File: src/rtl/crosswalk_phase_ctrl_if.sv
// Frame-event inputs and light-phase outputs of the crosswalk phase sequencer.
// The master side drives frame events, the slave side is the sequencer.
interface crosswalk_phase_ctrl_if #(
  parameter int CNT_W = 10
);
  logic             v_finish;
  logic             coord_valid;
  logic             ped_present;
  logic             force_red;
  logic             tr_light;
  logic             tr_light_tick;
  logic             yellow;
  logic [2:0]       phase;
  logic [CNT_W-1:0] frame_cnt;
  logic [1:0]       ext_cnt;

  modport master (
    output v_finish, coord_valid, ped_present, force_red,
    input  tr_light, tr_light_tick, yellow, phase, frame_cnt, ext_cnt
  );

  modport slave (
    input  v_finish, coord_valid, ped_present, force_red,
    output tr_light, tr_light_tick, yellow, phase, frame_cnt, ext_cnt
  );
endinterface

File: src/rtl/crosswalk_phase_ctrl.sv
// Frame-driven traffic-light phase sequencer feeding the crosswalk detection path.
// Every output is registered, and phase is the state register itself.
//
// state    | meaning
// CALIB    | waiting for the first crosswalk box fix (coord_valid)
// GREEN    | cars go; force_red may cut it short after MIN_GREEN frames
// YELLOW   | cars clearing
// ALLRED_A | clearance before pedestrian phase
// RED      | pedestrians go; may be extended while ped_present
// ALLRED_B | clearance before car phase
module crosswalk_phase_ctrl #(
  parameter int GREEN_FRAMES  = 300,
  parameter int YELLOW_FRAMES = 60,
  parameter int ALLRED_FRAMES = 30,
  parameter int RED_FRAMES    = 240,
  parameter int EXT_FRAMES    = 60,
  parameter int MAX_EXT       = 2,
  parameter int MIN_GREEN     = 90,
  parameter int CNT_W         = 10
) (
  input  logic                  pclk,
  input  logic                  reset,
  crosswalk_phase_ctrl_if.slave bus
);

  typedef enum logic [2:0] {
    CALIB    = 3'd0,
    GREEN    = 3'd1,
    YELLOW   = 3'd2,
    ALLRED_A = 3'd3,
    RED      = 3'd4,
    ALLRED_B = 3'd5
  } state_t;

  localparam logic [CNT_W-1:0] GREEN_LAST  = CNT_W'(GREEN_FRAMES - 1);
  localparam logic [CNT_W-1:0] YELLOW_LAST = CNT_W'(YELLOW_FRAMES - 1);
  localparam logic [CNT_W-1:0] ALLRED_LAST = CNT_W'(ALLRED_FRAMES - 1);
  localparam logic [CNT_W-1:0] RED_LAST    = CNT_W'(RED_FRAMES - 1);
  localparam logic [CNT_W-1:0] EXT_LAST    = CNT_W'(EXT_FRAMES - 1);
  localparam logic [CNT_W-1:0] MIN_G_LAST  = CNT_W'(MIN_GREEN - 1);
  localparam logic [1:0]       MAX_EXT_V   = 2'(MAX_EXT);

  state_t           state;
  logic [CNT_W-1:0] frame_cnt;
  logic [1:0]       ext_cnt;
  logic             force_pend;
  logic             tr_light;
  logic             tr_light_tick;
  logic             yellow;

  // A force_red arriving on the same cycle as v_finish counts immediately.
  logic             force_now;
  logic [CNT_W-1:0] red_last;

  assign force_now = force_pend | bus.force_red;
  assign red_last  = (ext_cnt == 2'd0) ? RED_LAST : EXT_LAST;

  always_ff @(posedge pclk or posedge reset) begin
    if (reset) begin
      state         <= CALIB;
      frame_cnt     <= '0;
      ext_cnt       <= 2'd0;
      force_pend    <= 1'b0;
      tr_light      <= 1'b0;
      tr_light_tick <= 1'b0;
      yellow        <= 1'b0;
    end else begin
      tr_light_tick <= 1'b0;
      case (state)
        CALIB: begin
          if (bus.coord_valid) begin
            state         <= GREEN;
            frame_cnt     <= '0;
            tr_light      <= 1'b1;
            tr_light_tick <= 1'b1;
          end
        end
        GREEN: begin
          if (bus.force_red) force_pend <= 1'b1;
          if (bus.v_finish) begin
            if (frame_cnt == GREEN_LAST || (force_now && frame_cnt >= MIN_G_LAST)) begin
              state     <= YELLOW;
              frame_cnt <= '0;
              yellow    <= 1'b1;
            end else begin
              frame_cnt <= frame_cnt + 1'b1;
            end
          end
        end
        YELLOW: begin
          if (bus.v_finish) begin
            if (frame_cnt == YELLOW_LAST) begin
              state     <= ALLRED_A;
              frame_cnt <= '0;
              yellow    <= 1'b0;
              tr_light  <= 1'b0;
            end else begin
              frame_cnt <= frame_cnt + 1'b1;
            end
          end
        end
        ALLRED_A: begin
          if (bus.v_finish) begin
            if (frame_cnt == ALLRED_LAST) begin
              state         <= RED;
              frame_cnt     <= '0;
              ext_cnt       <= 2'd0;
              force_pend    <= 1'b0;
              tr_light_tick <= 1'b1;
            end else begin
              frame_cnt <= frame_cnt + 1'b1;
            end
          end
        end
        RED: begin
          if (bus.v_finish) begin
            if (frame_cnt == red_last) begin
              frame_cnt <= '0;
              if (bus.ped_present && ext_cnt < MAX_EXT_V) begin
                ext_cnt <= ext_cnt + 2'd1;
              end else begin
                state   <= ALLRED_B;
                ext_cnt <= 2'd0;
              end
            end else begin
              frame_cnt <= frame_cnt + 1'b1;
            end
          end
        end
        ALLRED_B: begin
          if (bus.v_finish) begin
            if (frame_cnt == ALLRED_LAST) begin
              state         <= GREEN;
              frame_cnt     <= '0;
              tr_light      <= 1'b1;
              tr_light_tick <= 1'b1;
            end else begin
              frame_cnt <= frame_cnt + 1'b1;
            end
          end
        end
        default: begin
          state     <= CALIB;
          frame_cnt <= '0;
          ext_cnt   <= 2'd0;
          tr_light  <= 1'b0;
          yellow    <= 1'b0;
        end
      endcase
    end
  end

  assign bus.phase         = state;
  assign bus.frame_cnt     = frame_cnt;
  assign bus.ext_cnt       = ext_cnt;
  assign bus.tr_light      = tr_light;
  assign bus.tr_light_tick = tr_light_tick;
  assign bus.yellow        = yellow;

endmodule

File: src/flat_wrapper.sv
// flat-port wrapper written by rule: the top's interface ports become plain ports
module crosswalk_phase_ctrl_flat 
#(
  parameter int GREEN_FRAMES  = 300,
  parameter int YELLOW_FRAMES = 60,
  parameter int ALLRED_FRAMES = 30,
  parameter int RED_FRAMES    = 240,
  parameter int EXT_FRAMES    = 60,
  parameter int MAX_EXT       = 2,
  parameter int MIN_GREEN     = 90,
  parameter int CNT_W         = 10
)
  (pclk, reset, bus_v_finish, bus_coord_valid, bus_ped_present, bus_force_red, bus_tr_light, bus_tr_light_tick, bus_yellow, bus_phase, bus_frame_cnt, bus_ext_cnt);
  crosswalk_phase_ctrl_if #(.CNT_W(CNT_W)) bus_i ();
  input  logic pclk;
  input  logic reset;
  input wire logic [$bits(bus_i.v_finish)-1:0] bus_v_finish;
  input wire logic [$bits(bus_i.coord_valid)-1:0] bus_coord_valid;
  input wire logic [$bits(bus_i.ped_present)-1:0] bus_ped_present;
  input wire logic [$bits(bus_i.force_red)-1:0] bus_force_red;
  output wire logic [$bits(bus_i.tr_light)-1:0] bus_tr_light;
  output wire logic [$bits(bus_i.tr_light_tick)-1:0] bus_tr_light_tick;
  output wire logic [$bits(bus_i.yellow)-1:0] bus_yellow;
  output wire logic [$bits(bus_i.phase)-1:0] bus_phase;
  output wire logic [$bits(bus_i.frame_cnt)-1:0] bus_frame_cnt;
  output wire logic [$bits(bus_i.ext_cnt)-1:0] bus_ext_cnt;
  assign bus_i.v_finish = bus_v_finish;
  assign bus_i.coord_valid = bus_coord_valid;
  assign bus_i.ped_present = bus_ped_present;
  assign bus_i.force_red = bus_force_red;
  assign bus_tr_light = bus_i.tr_light;
  assign bus_tr_light_tick = bus_i.tr_light_tick;
  assign bus_yellow = bus_i.yellow;
  assign bus_phase = bus_i.phase;
  assign bus_frame_cnt = bus_i.frame_cnt;
  assign bus_ext_cnt = bus_i.ext_cnt;
  crosswalk_phase_ctrl #(.GREEN_FRAMES(GREEN_FRAMES), .YELLOW_FRAMES(YELLOW_FRAMES), .ALLRED_FRAMES(ALLRED_FRAMES), .RED_FRAMES(RED_FRAMES), .EXT_FRAMES(EXT_FRAMES), .MAX_EXT(MAX_EXT), .MIN_GREEN(MIN_GREEN), .CNT_W(CNT_W)) u_core (.pclk(pclk), .reset(reset), .bus(bus_i));
endmodule
File: config.mk
export PLATFORM = sky130hd
export DESIGN_NAME = crosswalk_phase_ctrl_flat
export DESIGN_NICKNAME = d
export VERILOG_FILES = /design/src/rtl/crosswalk_phase_ctrl_if.sv /design/src/rtl/crosswalk_phase_ctrl.sv /design/src/flat_wrapper.sv
export SDC_FILE = /design/constraint.sdc
export NUM_CORES = 1
export LEC_CHECK = 0
export ABC_AREA = 0
export CORE_MARGIN = 2
export CORE_UTILIZATION = 52
export DETAILED_ROUTE_END_ITERATION = 8
export HOLD_SLACK_MARGIN = 0.05
export PLACE_DENSITY = 0.88
export SKIP_CTS_REPAIR_TIMING = 1
export SLEW_MARGIN = 20
export SYNTH_ARGS = -nofsm -noshare
export SYNTH_HDL_FRONTEND = slang
export SYNTH_SLANG_ARGS = --single-unit
export TNS_END_PERCENT = 30
File: constraint.sdc
create_clock -name pclk -period 3.1 [get_ports pclk]
set_clock_uncertainty 0.15 [all_clocks]
set_input_delay 0.93 -clock pclk [delete_from_list [all_inputs] [get_ports pclk]]
set_output_delay 0.93 -clock pclk [all_outputs]
set_load 0.02 [all_outputs]
* Word level (Yosys, flattened, before mapping) *
Cells that the tools add are included.

cells by class
  magnitude comparators = 2
  bitwise operators = 4
  multiplexer cells = 47
  reductions and logical operators = 16
  add/sub/neg operators = 2
  equal/unequal tests = 23

operators with widths
  kind                     count
  $mux W10                 9
  $pmux W10 S5             1
  $mux W3                  12
  $pmux W3 S6              1
  $ne A2 B2 Y1 const B     8
  $reduce_and A5 Y1        3
  $mux W1                  13
  $ne A2 B1 Y1 const B     6
  $reduce_and A12 Y1       1
  $add A10 B1 Y10 const B  1
  $eq A10 B10 Y1           1
  $eq A10 B5 Y1 const B    1
  $eq A10 B6 Y1 const B    1
  $eq A10 B9 Y1 const B    1
  $ge A10 B7 Y1 const B    1
  $mux W2                  5
  $mux W8                  1
  $reduce_or A4 Y1         2
  $eq A3 B2 Y1 const B     2
  $eq A3 B3 Y1 const B     2
  $pmux W2 S3              1
  $reduce_and A6 Y1        1
  $pmux W1 S2              2
  $pmux W1 S4              1
  other kinds (14)         17

word-level totals
  output and inout port bits = 18
  input port bits = 6
  register bits = 19
  word-level logic and storage cells = 101

* Longest topological paths before layout *
Gate-level depths: netlist of the first run.

  depth after elaboration = 6
  gate-level depth with buffers = 7
  depth with buffers taken out = 7

* Worst setup path before layout of the first run *
No wires, ideal clock.

  kind = input -> register
  start = input bus_v_finish
  end = register u_core.state[2], in the netlist u_core.bus.phase[2]
  buffers on the path = 1
  cell stages on the path = 6
  arrival = 2.548 ns
  slack = 0.281 ns
  setup time = 0.122 ns
  required time = 2.828 ns
  path through = buf_2 -> inv_1 -> or4_4 -> o211a_1 -> or4_1 -> a32o_1

between the ends
  cells in the longest elaborated chain, start to end = 2
  elaborated cells on any way between the ends = 6
  those cells by class = eq/ne (5); reduce/logical (1)

ends and longest elaborated chain
  element                           line                        text
  from (decl)                       flat_wrapper.sv:17          input wire logic [$bits(bus_i.v_finish)-1:0] bus_v_finish;
  $ne A2 B2 Y1 (no line)            -
  $reduce_and A12 Y1 (no line) (*)  -
  to (signal assigned)              crosswalk_phase_ctrl.sv:60  state <= CALIB;
  to (signal assigned)              crosswalk_phase_ctrl.sv:72  state <= GREEN;
  to (signal assigned)              crosswalk_phase_ctrl.sv:82  state <= YELLOW;
  to (decl)                         crosswalk_phase_ctrl.sv:43  state_t state;

Mark *: on every way between the ends. The rest lies on a longest branch, timed or not.
A chain may end at the register's enable or synchronous reset.

* Worst setup path after layout of the first run *
Same ends and word-level chain as after synthesis.

==> results of run 1 <==
registers in the layout, indices dropped and copies added (netlist names):
signal and flops:
u_core.bus.tr_light 1, u_core.bus.tr_light_tick 1, u_core.bus.yellow 1, u_core.bus.frame_cnt 10, u_core.bus.phase 3, u_core.force_pend 1
u_core.bus.ext_cnt 2
cells by family (layout without fill, tap and decap cells):
logic type / count (synthesis) / in the layout / synth area share (%)
DFF: 19 / 19 / 35.48
muxes: 4 / 4 / 2.988
adders and majority gates: 4 / 4 / 3.735
AOI/OAI and AO/OA: 47 / 47 / 24.00
and+or+nand+nor: 67 / 67 / 26.70
buffers and inverters: 20 / 42 / 7.095
worst max-delay path: stages:
cell and delay (ns):
clkdlybuf4s50_1 0.47, inv_1 0.06, or4_4 0.51, o211a_1 0.23, or4_1 0.48, a32o_1 0.22
layer usage:
| layer | up-vias | track usage (%) |
|---|---|---|
| li1 | 648 | - |
| met1 | 631 | 30.73 |
| met2 | 71 | 43.85 |
| met3 | 10 | 4.098 |
| met4 | 0 | 10.00 |
| met5 | - | 0 |
stage by stage:
| step | util [%] | instances | area [um^2] |
|---|---|---|---|
| finish | 65.95 | 213 | 1619 |
| global route | 65.95 | 213 | 1619 |
| CTS | 65.95 | 213 | 1619 |
| detailed placement | 64.83 | 209 | 1592 |
| global placement | 64.83 | 209 | 1592 |
| floorplan | - | 161 | 1340 |
final timing paths:
path | start | to
min | u_core.force_pend$_DFFE_PP0P_ | u_core.force_pend$_DFFE_PP0P_
max reg2reg | u_core.bus.frame_cnt[9]$_DFFE_PP0P_ | u_core.bus.phase[2]$_DFFE_PP0P_
max | bus_v_finish | u_core.bus.phase[2]$_DFFE_PP0P_
min reg2reg | u_core.force_pend$_DFFE_PP0P_ | u_core.force_pend$_DFFE_PP0P_
min in group asynchronous | reset | u_core.bus.phase[0]$_DFFE_PP0P_
max in group asynchronous | reset | u_core.bus.frame_cnt[6]$_DFFE_PP0P_
cell type report:
cell class,instances,area share [%]
timing repair buffer,29,17.00
sequential,19,29.37
inverter,9,2.087
clock buffer,3,1.391
tap,30,2.318
multi-input combinational,122,47.53
clock inverter,1,0.3091
cells in the final DEF, fill, tap and decap left out, types with 2 or more instances in the layout:
cell,Yosys,final
clkdlybuf4s50_1,0,23
dfrtp_1,19,19
nand2_1,17,17
nor3_1,11,11
o21ai_0,11,11
inv_1,9,9
a21oi_1,7,7
nand3_1,6,6
nor2_1,6,6
nand4_1,6,6
buf_4,2,6
o22ai_1,5,5
nor2b_1,4,4
o31ai_1,4,4
mux2i_1,4,4
ha_1,4,4
nand2b_1,3,3
or2_2,3,3
nor3b_1,3,3
o41ai_1,3,3
clkbuf_4,0,3
or4_4,2,2
nor4_1,2,2
o21a_1,2,2
or3_1,2,2
o32ai_1,2,2
power by group:
| group | total (W) | switching, W | internal, W | leakage, nW |
|---|---|---|---|---|
| registers | 0.000341 | 0.0000632 | 0.000278 | 0.237 |
| logic | 0.000200 | 0.000107 | 0.0000929 | 0.387 |
| clock network | 0.000134 | 0.0000854 | 0.0000482 | 0.0177 |
| total | 0.000675 | 0.000256 | 0.000419 | 0.642 |
==> metrics.md, run 1 <==
| Metric | Value |
|---|---|
| Arrival @ worst endpoint | 2.91 ns |
| Net count after synthesis | approximately 170 |
| Hold WS | 0.3725 ns |
| Avg WL per Cell | 15.90 um |
| CP required | between 3 and 4 ns |
| Synth cell types | 42 |
| Shortest period the worst path allows | 2.860 ns |
| Worst slew pin tran | 0.9902 ns |
| CTS H-Tree Depth | 1 |
| Post-route setup slack | approximately 0.24 ns |
| Status | finished, final reports clean |
| Number of port buffers | 23 |
| Vias per inst | 6.385 |
| Top cell type by total area after synthesis | dfrtp_1 |
| WL met1 | ~1.4 mm |
| DRC viols | 0 |
| Die X | 54.77 um |
| Final hold violation count | 0 |
| Reg clk slew, reported paths | 0.11 ns |
| Vias in the first global route | about 1200 |
| Layout cells sized above 1 | 8.197% |
| Fin Setup TNS | 0 ns |
| Core Region | 2455 um^2 |
| Initial antenna violation count | 0 |
| RSZ-0062 raised after global routing | false |
| TritonCTS buffer count | 3 |
| Cell with the most instances after synthesis | dfrtp_1 |
| Largest cells by area after synthesis | dfrtp_1 35%, nand2_1 4.8%, nor3_1 4.1% |
| Vias post-DR | between 1000 and 1500 |
| Power Density | 417.0 nW/um^2 |
| First-pass GRT wire length | 5.464 mm |
| Post-DRT Antenna Nets | 0 |
| Synthesized area per cell | 8.323 um^2 |
| Fmax | 0.3496 GHz |
| Fillers | 202 |
| Final WL | 3.386 mm |
| # rows | 18 |
| Multi-input logic area | 769.5 um^2 |
| Worst slew margin | 33.78% |
| Pin count of the biggest net entering global routing | 20 |
| CTS Root Cell | clkbuf_4 |
| Drt initial violations | 70 |
| Hpwl dp | about 2.4 mm |
| TritonCTS clock tree | yes |
| I/O pin count | 24 |
| VDD IR max | 493.2 uV |
| CP max FO | 2 |
| Pre-CTS setup slack | -0.07990 ns |
| Static Leak | 0.6419 nW |
| Met2 routed WL | 1.692 mm |
| Layout area overhead | 20.82% |
| Worst-case reg-to-reg path depth | 5 |
| Async S/R FF share, synth | 100.0% |
| Synth warn | 0 |
| Crit start category | primary input |
| Overall Power | 0.0006752 W |
| Clk sinks | 19 |
| Top sig layer | met4 |
| Gate Count Post-Synth | ~160 |
| Placer Congestion | 0.9063 |
| Final setup viols | 0 |
| Clk buf depth | 2 |
| Mapped cell area | 1340 um^2 |
| Met3 Routed Length | 261 um |
| # Max-Cap Violations | 0 |
| Clock Latency Late Sink | 0.31 ns |
| Ys flop type | dfrtp_1 |
| Crit Path Class | in2reg |
| CP endpoint kind | flop |
| Hold Crit Depth | 2 |
| ANT cells | 0 |
| Storage element area | 475.5 um^2 |
| DR pass1 iterations | 4 |
| Die height | 54.77 um |
| Period utilization | 92.27% |
| Register area share after synthesis | 35.48% |
| Initial core utilization | 54.59% |
| Yosys reg bits | 19 |
| Yosys top cell area share | between 30 and 40% |
| Final Max Slew Viols | 0 |
| Fin nets | approximately 190 |
| Post-synth top cells | 19 x dfrtp_1, 17 x nand2_1, 11 x nor3_1, 11 x o21ai_0, 9 x inv_1 |
| Post-synth EDFFs | 0 |
| R2r setup slk | 0.33 ns |
| Gr ovfl total | 0 |
| Hold Path Class | reg2reg |
| Die area | 2999 um^2 |
| Total Routing Usage GR | 25.24% |
(Power assumes the default switching activity.)
==> inputs of run 2 (changes only) <==
Settings changed: CORE_MARGIN 2 to 1.5.
==> run 2 against run 1 <==
- maximum frequency is 0.19% higher
- clock-buffer cell count stayed put
- sequential cell count stayed put
- worst setup slack better by 0.0054 ns
- register-to-register slack better by 0.04 ns
- combinational power hardly changed
- total power is 0.29% higher
- critical path depth stayed put
- critical endpoint is now u_core.bus.frame_cnt[4]$_DFFE_PP0P_
==> metrics.md, run 2 (same netlist as run 1, synthesis figures left out) <==
| Metric | Value |
|---|---|
| Avg WL per Cell | 15.99 um (+0.59%) |
| Clk sinks | 19 (unchanged) |
| ANT cells | 0 (unchanged) |
| Fmax | 0.3503 GHz (+0.19%) |
| TritonCTS buffer count | 3 (unchanged) |
| WP buf/inv | 3 (+1) |
| Most common cell after layout, fill and taps aside | clkdlybuf4s50_1 |
| Period utilization | 92.09% (-0.17 points) |
| Die X | 53.77 um (-1.8%) |
| # rows | 18 (unchanged) |
| # Max-Cap Violations | 0 (unchanged) |
| Max stage delay cell, worst path | o32ai_1 |
| Die height | 53.77 um (-1.8%) |
| Max reg flops | 10 (unchanged) |
| Total Routing Usage GR | 27.11% (+1.9 points) |
| RR Startpoint | u_core.bus.frame_cnt[9]$_DFFE_PP0P_ |
| Placer Congestion | 0.9170 (+1.2%) |
| Core Region | 2455 um^2 (unchanged) |
| Vias in the first global route | 1263 (+1.4%) |
| Power Density | 418.2 nW/um^2 (+0.29%) |
| Gr ovfl total | 0 (unchanged) |
| Final WL | 3.406 mm (+0.59%) |
| Die area | 2891 um^2 (-3.6%) |
| Drt initial violations | 87 (+24%) |
| First-pass GRT wire length | 5.754 mm (+5.3%) |
| TritonCTS clock tree | yes |
| Non-Filler Instances | 213 (unchanged) |
| Post-DRT Antenna Nets | 0 (unchanged) |
| Final hold violation count | 0 (unchanged) |
| Number of port buffers | 23 (unchanged) |
| Worst slew margin | 35.06% (+1.3 points) |
| CP max FO | 8 (+6) |
| Clock Latency Late Sink | 0.30 ns (about the same) |
| Clk buf depth | 2 (unchanged) |
| CP required | 3.17 ns (+0.02 ns) |
| DRC viols | 0 (unchanged) |
| Worst slew pin tran | 0.9711 ns (-0.01910 ns) |
| Crit Path Class | in2reg |
| CTS H-Tree Depth | 1 (unchanged) |
| Initial core utilization | 54.59% (unchanged) |
| CTS Root Cell | clkbuf_4 |
| Shortest period the worst path allows | 2.855 ns (-0.005359 ns) |
| Crit-path max cell delay | 0.83 ns (+0.32 ns) |
| Largest delay contributor family on the critical path | compound AO/OA/AOI/OAI gates |
| Fin nets | 194 (unchanged) |
| Initial antenna violation count | 0 (unchanged) |
| Hold Path Class | reg2reg |
| Arrival @ worst endpoint | 2.93 ns (+0.02 ns) |
| VDD IR max | 414.4 uV (-16%) |
| Highest-count cells in the layout ignoring fill and taps | 23 x clkdlybuf4s50_1, 19 x dfrtp_1, 17 x nand2_1, 11 x nor3_1, 11 x o21ai_0 |
| RSZ-0062 raised after global routing | false |
| Final design utilization | 65.95% (unchanged) |
| CP endpoint kind | flop |
| Most frequent CP cell | buf_4 |
| Status | finished, final reports clean |
| Static Leak | 0.6419 nW (unchanged) |
| Layout cells sized above 1 | 8.197% (unchanged) |
| Vias post-DR | 1386 (+1.9%) |
| CP cell instances | clkdlybuf4s50_1, buf_4, o32ai_1, nor4_1, buf_4, nor3_1 |
| Crit start category | primary input |
| Final setup viols | 0 (unchanged) |
| Inst Count DP | 209 (unchanged) |
| Crit path launch | bus_v_finish |
| Min-Delay Startpoint | u_core.bus.yellow$_DFFE_PP0P_ |
| Layout area overhead | 20.82% (unchanged) |
| Vias per inst | 6.507 (+1.9%) |
| Hpwl dp | 2.425 mm (about the same) |
| I/O pin count | 24 (unchanged) |
| Biggest register | u_core.bus.frame_cnt |
| Pin count of the biggest net entering global routing | 20 (unchanged) |
| Reg clk slew, reported paths | 0.12 ns (about the same) |
| Final Max Slew Viols | 0 (unchanged) |
| DR pass1 iterations | 6 (+2) |
run 2: cell counts in the layout (fill, tap and decap cells not counted):
No cell type changed its count.
run 2: final cells by class:
cell class,count,area (um^2)
inverters,9,33.78
clock inverters,1,5.005
multi-input cells,122,769.5
flip-flops and latches,19,475.5
repair buffers,29,275.3
clock buffers,3,22.52
fillers,204,835.8
well taps,30,37.54
run 2: final timing paths:
path | depth (start not counted) | to | slack (ns)
setup / recovery | 6 | u_core.bus.frame_cnt[4]$_DFFE_PP0P_ | 0.25
hold / removal | 1 | u_core.bus.yellow$_DFFE_PP0P_ | 0.37
max in group asynchronous | 2 | u_core.bus.frame_cnt[6]$_DFFE_PP0P_ | 1.47
setup reg to reg | 5 | u_core.bus.phase[2]$_DFFE_PP0P_ | 0.37
hold reg to reg | 1 | u_core.bus.yellow$_DFFE_PP0P_ | 0.37
min in group asynchronous | 2 | u_core.bus.phase[0]$_DFFE_PP0P_ | 0.88
run 2: metrics by stage:
stage	TNS [ns]	setup WS (ns)	hold slack [ns]	area [um^2]	total power, W
after global placement	-0.03139	-0.03139	0.3375	1592	0.0005338
final	0	0.2451	0.3725	1619	0.0006772
after CTS	0	0.2616	0.3789	1619	0.0006778
after floorplan	0	0.2807	0.3193	1340	0.0004500
after global routing	0	0.1718	0.4240	1619	0.0007175
after detailed placement	-0.08813	-0.06792	0.3505	1592	0.0005455
run 2: report_power, final:
group / leakage [nW] / internal, W / switching (W) / total [W]
logic: 0.387 / 0.0000930 / 0.000107 / 0.000200
registers: 0.237 / 0.000278 / 0.0000657 / 0.000344
clock network: 0.0177 / 0.0000481 / 0.0000852 / 0.000133
total: 0.642 / 0.000419 / 0.000258 / 0.000677
run 2: worst register-to-register path, delay by kind of cell, from the launching register on:
kind            cells  cell delay [ns]
simple gates        3             1.58
compound gates      2             0.44
flops               1             0.46
run 2: layer usage:
layer | vias to the layer above | wire length (um) | global-route usage [%]
li1 | 645 | - | -
met1 | 649 | 1362 | 35.79
met2 | 82 | 1715 | 45.12
met3 | 10 | 271 | 3.056
met4 | 0 | 56 | 10.68
met5 | - | 0 | 0
==> inputs of run 3 (changes only) <==
--- a/constraint.sdc
+++ b/constraint.sdc
@@ -3,3 +3,3 @@
 set_input_delay 0.93 -clock pclk [delete_from_list [all_inputs] [get_ports pclk]]
 set_output_delay 0.93 -clock pclk [all_outputs]
-set_load 0.02 [all_outputs]
+set_load 0.1 [all_outputs]
==> run 3 against run 2 <==
- design area down 1.2%
- total power up 22%
- utilization down 0.76 points
- clock-buffer cell count up 1
- worst setup slack better by 0.014 ns
- via count up 1.9%
- die area unchanged
- first-iteration DRC count down 26%
- global-route usage about the same
- sequential share of layout area up 0.66 points
- largest power group is now combinational cells
- clock power down 4%
==> metrics.md, run 3 (same netlist as run 1, synthesis figures left out) <==
| Metric | Value |
|---|---|
| Status | finished, final reports clean |
| Layout area overhead | 19.42% |
| Shortest period the worst path allows | 2.840 ns (-0.01444 ns) |
| Layout cells sized above 1 | 20.97% (+13 points) |
| Comb power frac | 42.7% (+13 points) |
| CTS Root Cell | clkbuf_4 |
| Hold Crit Depth | 2 (+1) |
| Int Pwr | 0.0004121 W (-1.7%) |
| Vias in the first global route | 1302 (+3.1%) |
| Crit start category | primary input |
| Vias post-DR | 1413 (+1.9%) |
| Worst-case reg-to-reg path depth | 5 (unchanged) |
| DRC viols | 0 (unchanged) |
| Net Sw Power | 0.0004137 W (+60%) |
| Final hold violation count | 0 (unchanged) |
| Max stage delay cell, worst path | or4_4 |
| TritonCTS buffer count | 3 (unchanged) |
| Period utilization | 91.63% (-0.47 points) |
| Initial core utilization | 54.59% (unchanged) |
| Most common cell after layout, fill and taps aside | buf_4 |
| ANT cells | 0 (unchanged) |
| Fin nets | 197 (+1.5%) |
| Reg2reg end | u_core.bus.phase[2]$_DFFE_PP0P_ |
| Die height | 53.77 um (unchanged) |
| Fmax | 0.3521 GHz (+0.51%) |
| Core Region | 2455 um^2 (unchanged) |
| CP endpoint kind | flop |
| # Max-Cap Violations | 0 (unchanged) |
| Reg clk slew, reported paths | 0.10 ns (-0.02 ns) |
| Final Max Slew Viols | 0 (unchanged) |
| Cell Area, Placed | 1574 um^2 (-1.1%) |
| CTS H-Tree Depth | 1 (unchanged) |
| DR pass1 iterations | 4 (-2) |
| Clock Latency Late Sink | 0.30 ns (about the same) |
| Worst slew margin | 50.92% (+16 points) |
| First-pass GRT wire length | 5.761 mm (+0.12%) |
| Hold Path Class | reg2reg |
| Drt initial violations | 64 (-26%) |
| Biggest register | u_core.bus.frame_cnt |
| TritonCTS clock tree | yes |
| Final WL | 3.545 mm (+4.1%) |
| Clock network power share | 15.5% (-4.2 points) |
| CP cell instances | clkdlybuf4s50_1, inv_1, or4_4, o211a_1, or4_1, a32o_1 |
| CP max FO | 2 (-6) |
| Crit-path max cell delay | 0.51 ns (-0.32 ns) |
| Clk sinks | 19 (unchanged) |
| Fillers | 201 (-1.5%) |
| Flop pwr share | 41.7% (-9.1 points) |
| Clk buf depth | 2 (unchanged) |
| Static Leak | 0.6732 nW (+4.9%) |
| Number of port buffers | 23 (unchanged) |
| Min-Delay Startpoint | u_core.force_pend$_DFFE_PP0P_ |
| Highest-count cells in the layout ignoring fill and taps | 27 x buf_4, 17 x nand2_1, 15 x dfrtp_1, 11 x nor3_1, 11 x o21ai_0 |
| Initial antenna violation count | 0 (unchanged) |
| Die X | 53.77 um (unchanged) |
| Die area | 2891 um^2 (unchanged) |
| Vias per inst | 6.542 (+0.53%) |
| Final setup viols | 0 (unchanged) |
| VDD IR max | 638.6 uV (+54%) |
| Avg WL per Cell | 16.41 um (+2.6%) |
| Worst slew pin tran | 0.7354 ns (-0.2357 ns) |
| Post-DRT Antenna Nets | 0 (unchanged) |
| Hold Path End | u_core.force_pend$_DFFE_PP0P_ |
| Final Instance Area | 1600 um^2 (-1.2%) |
| Placer Congestion | 0.9409 (+2.6%) |
| Crit Path Class | in2reg |
| RSZ-0062 raised after global routing | false |
| Crit path launch | bus_v_finish |
| # rows | 18 (unchanged) |
| Total Routing Usage GR | 27.11% (about the same) |
| Arrival @ worst endpoint | 2.89 ns (-0.04 ns) |
| I/O pin count | 24 (unchanged) |
| CP required | 3.15 ns (-0.02 ns) |
| RR Startpoint | u_core.bus.frame_cnt[9]$_DFFE_PP0P_ |
| Max reg flops | 10 (unchanged) |
| Power Density | 516.0 nW/um^2 (+23%) |
| Overall Power | 0.0008258 W (+22%) |
| Hpwl dp | 2.598 mm (+7.1%) |
| R2r setup slk | 0.38 ns (about the same) |
| Pin count of the biggest net entering global routing | 20 (unchanged) |
| Switch share | 50.10% (+12 points) |
| Gr ovfl total | 0 (unchanged) |
## run 3: changes by cell type in the layout (fill, tap and decap cells not counted)
cell	before	now
clkinv_2	1	0
buf_4	6	27
dfrtp_1	19	15
dfrtp_2	0	4
clkbuf_1	0	1
clkdlybuf4s50_1	23	5
## run 3: critical path: cells and delay by family
family,cells,cell delay [ns]
buf+inv,2,0.53
compound gates,2,0.44
simple gates,2,0.98
## run 3: per-stage QoR
step                      std cells  worst slack [ns]  utilization [%]   TNS, ns  hold slack [ns]
final                           216            0.2595            65.19         0           0.3840
after global routing            216            0.1861            65.19         0           0.4209
after global placement          212          -0.03557            64.12  -0.03557           0.3404
after floorplan                 161         0.0003648                -         0           0.3193
after CTS                       216            0.2564            65.19         0           0.3829
after detailed placement        212          -0.05648            64.12  -0.05648           0.3622
## run 3: how the worst max path moves through the flow
stage               cells after the start                         endpoint  slack [ns]
finish                                  6  u_core.bus.phase[2]$_DFFE_PP0P_        0.26
global route                            6  u_core.bus.phase[2]$_DFFE_PP0P_        0.19
CTS                                     6  u_core.bus.phase[2]$_DFFE_PP0P_        0.26
detailed placement                      6  u_core.bus.phase[2]$_DFFE_PP0P_       -0.06
global placement                        6  u_core.bus.phase[2]$_DFFE_PP0P_       -0.04
floorplan                               6  u_core.bus.phase[2]$_DFFE_PP0P_      0.0004
## run 3: cell type report
| cell class | count | area (um^2) | area share, % |
|---|---|---|---|
| multi-input cells | 122 | 769.5 | 48.08 |
| flip-flops and latches | 19 | 480.5 | 30.02 |
| repair buffers | 32 | 252.7 | 15.79 |
| well taps | 30 | 37.54 | 2.346 |
| inverters | 9 | 33.78 | 2.111 |
| clock buffers | 4 | 26.28 | 1.642 |
## run 3: power groups by stage
stage	clock network, W	logic, W	registers [W]
2_1_floorplan	0	0.000101	0.000511
3_3_place_gp	0	0.000346	0.000345
3_5_place_dp	0	0.000352	0.000346
4_1_cts	0.000130	0.000354	0.000341
5_1_grt	0.000139	0.000374	0.000350
6_report	0.000128	0.000353	0.000345
## run 3: routing by layer
metal	global-route usage, %	share of wire, %	routed length (um)	vias up
met1	33.28	40	1431	668
met3	4.167	7.2	254	10
met2	45.33	51	1802	83
met5	0	0	0	-
met4	14.53	1.6	57	0
li1	-	-	-	652
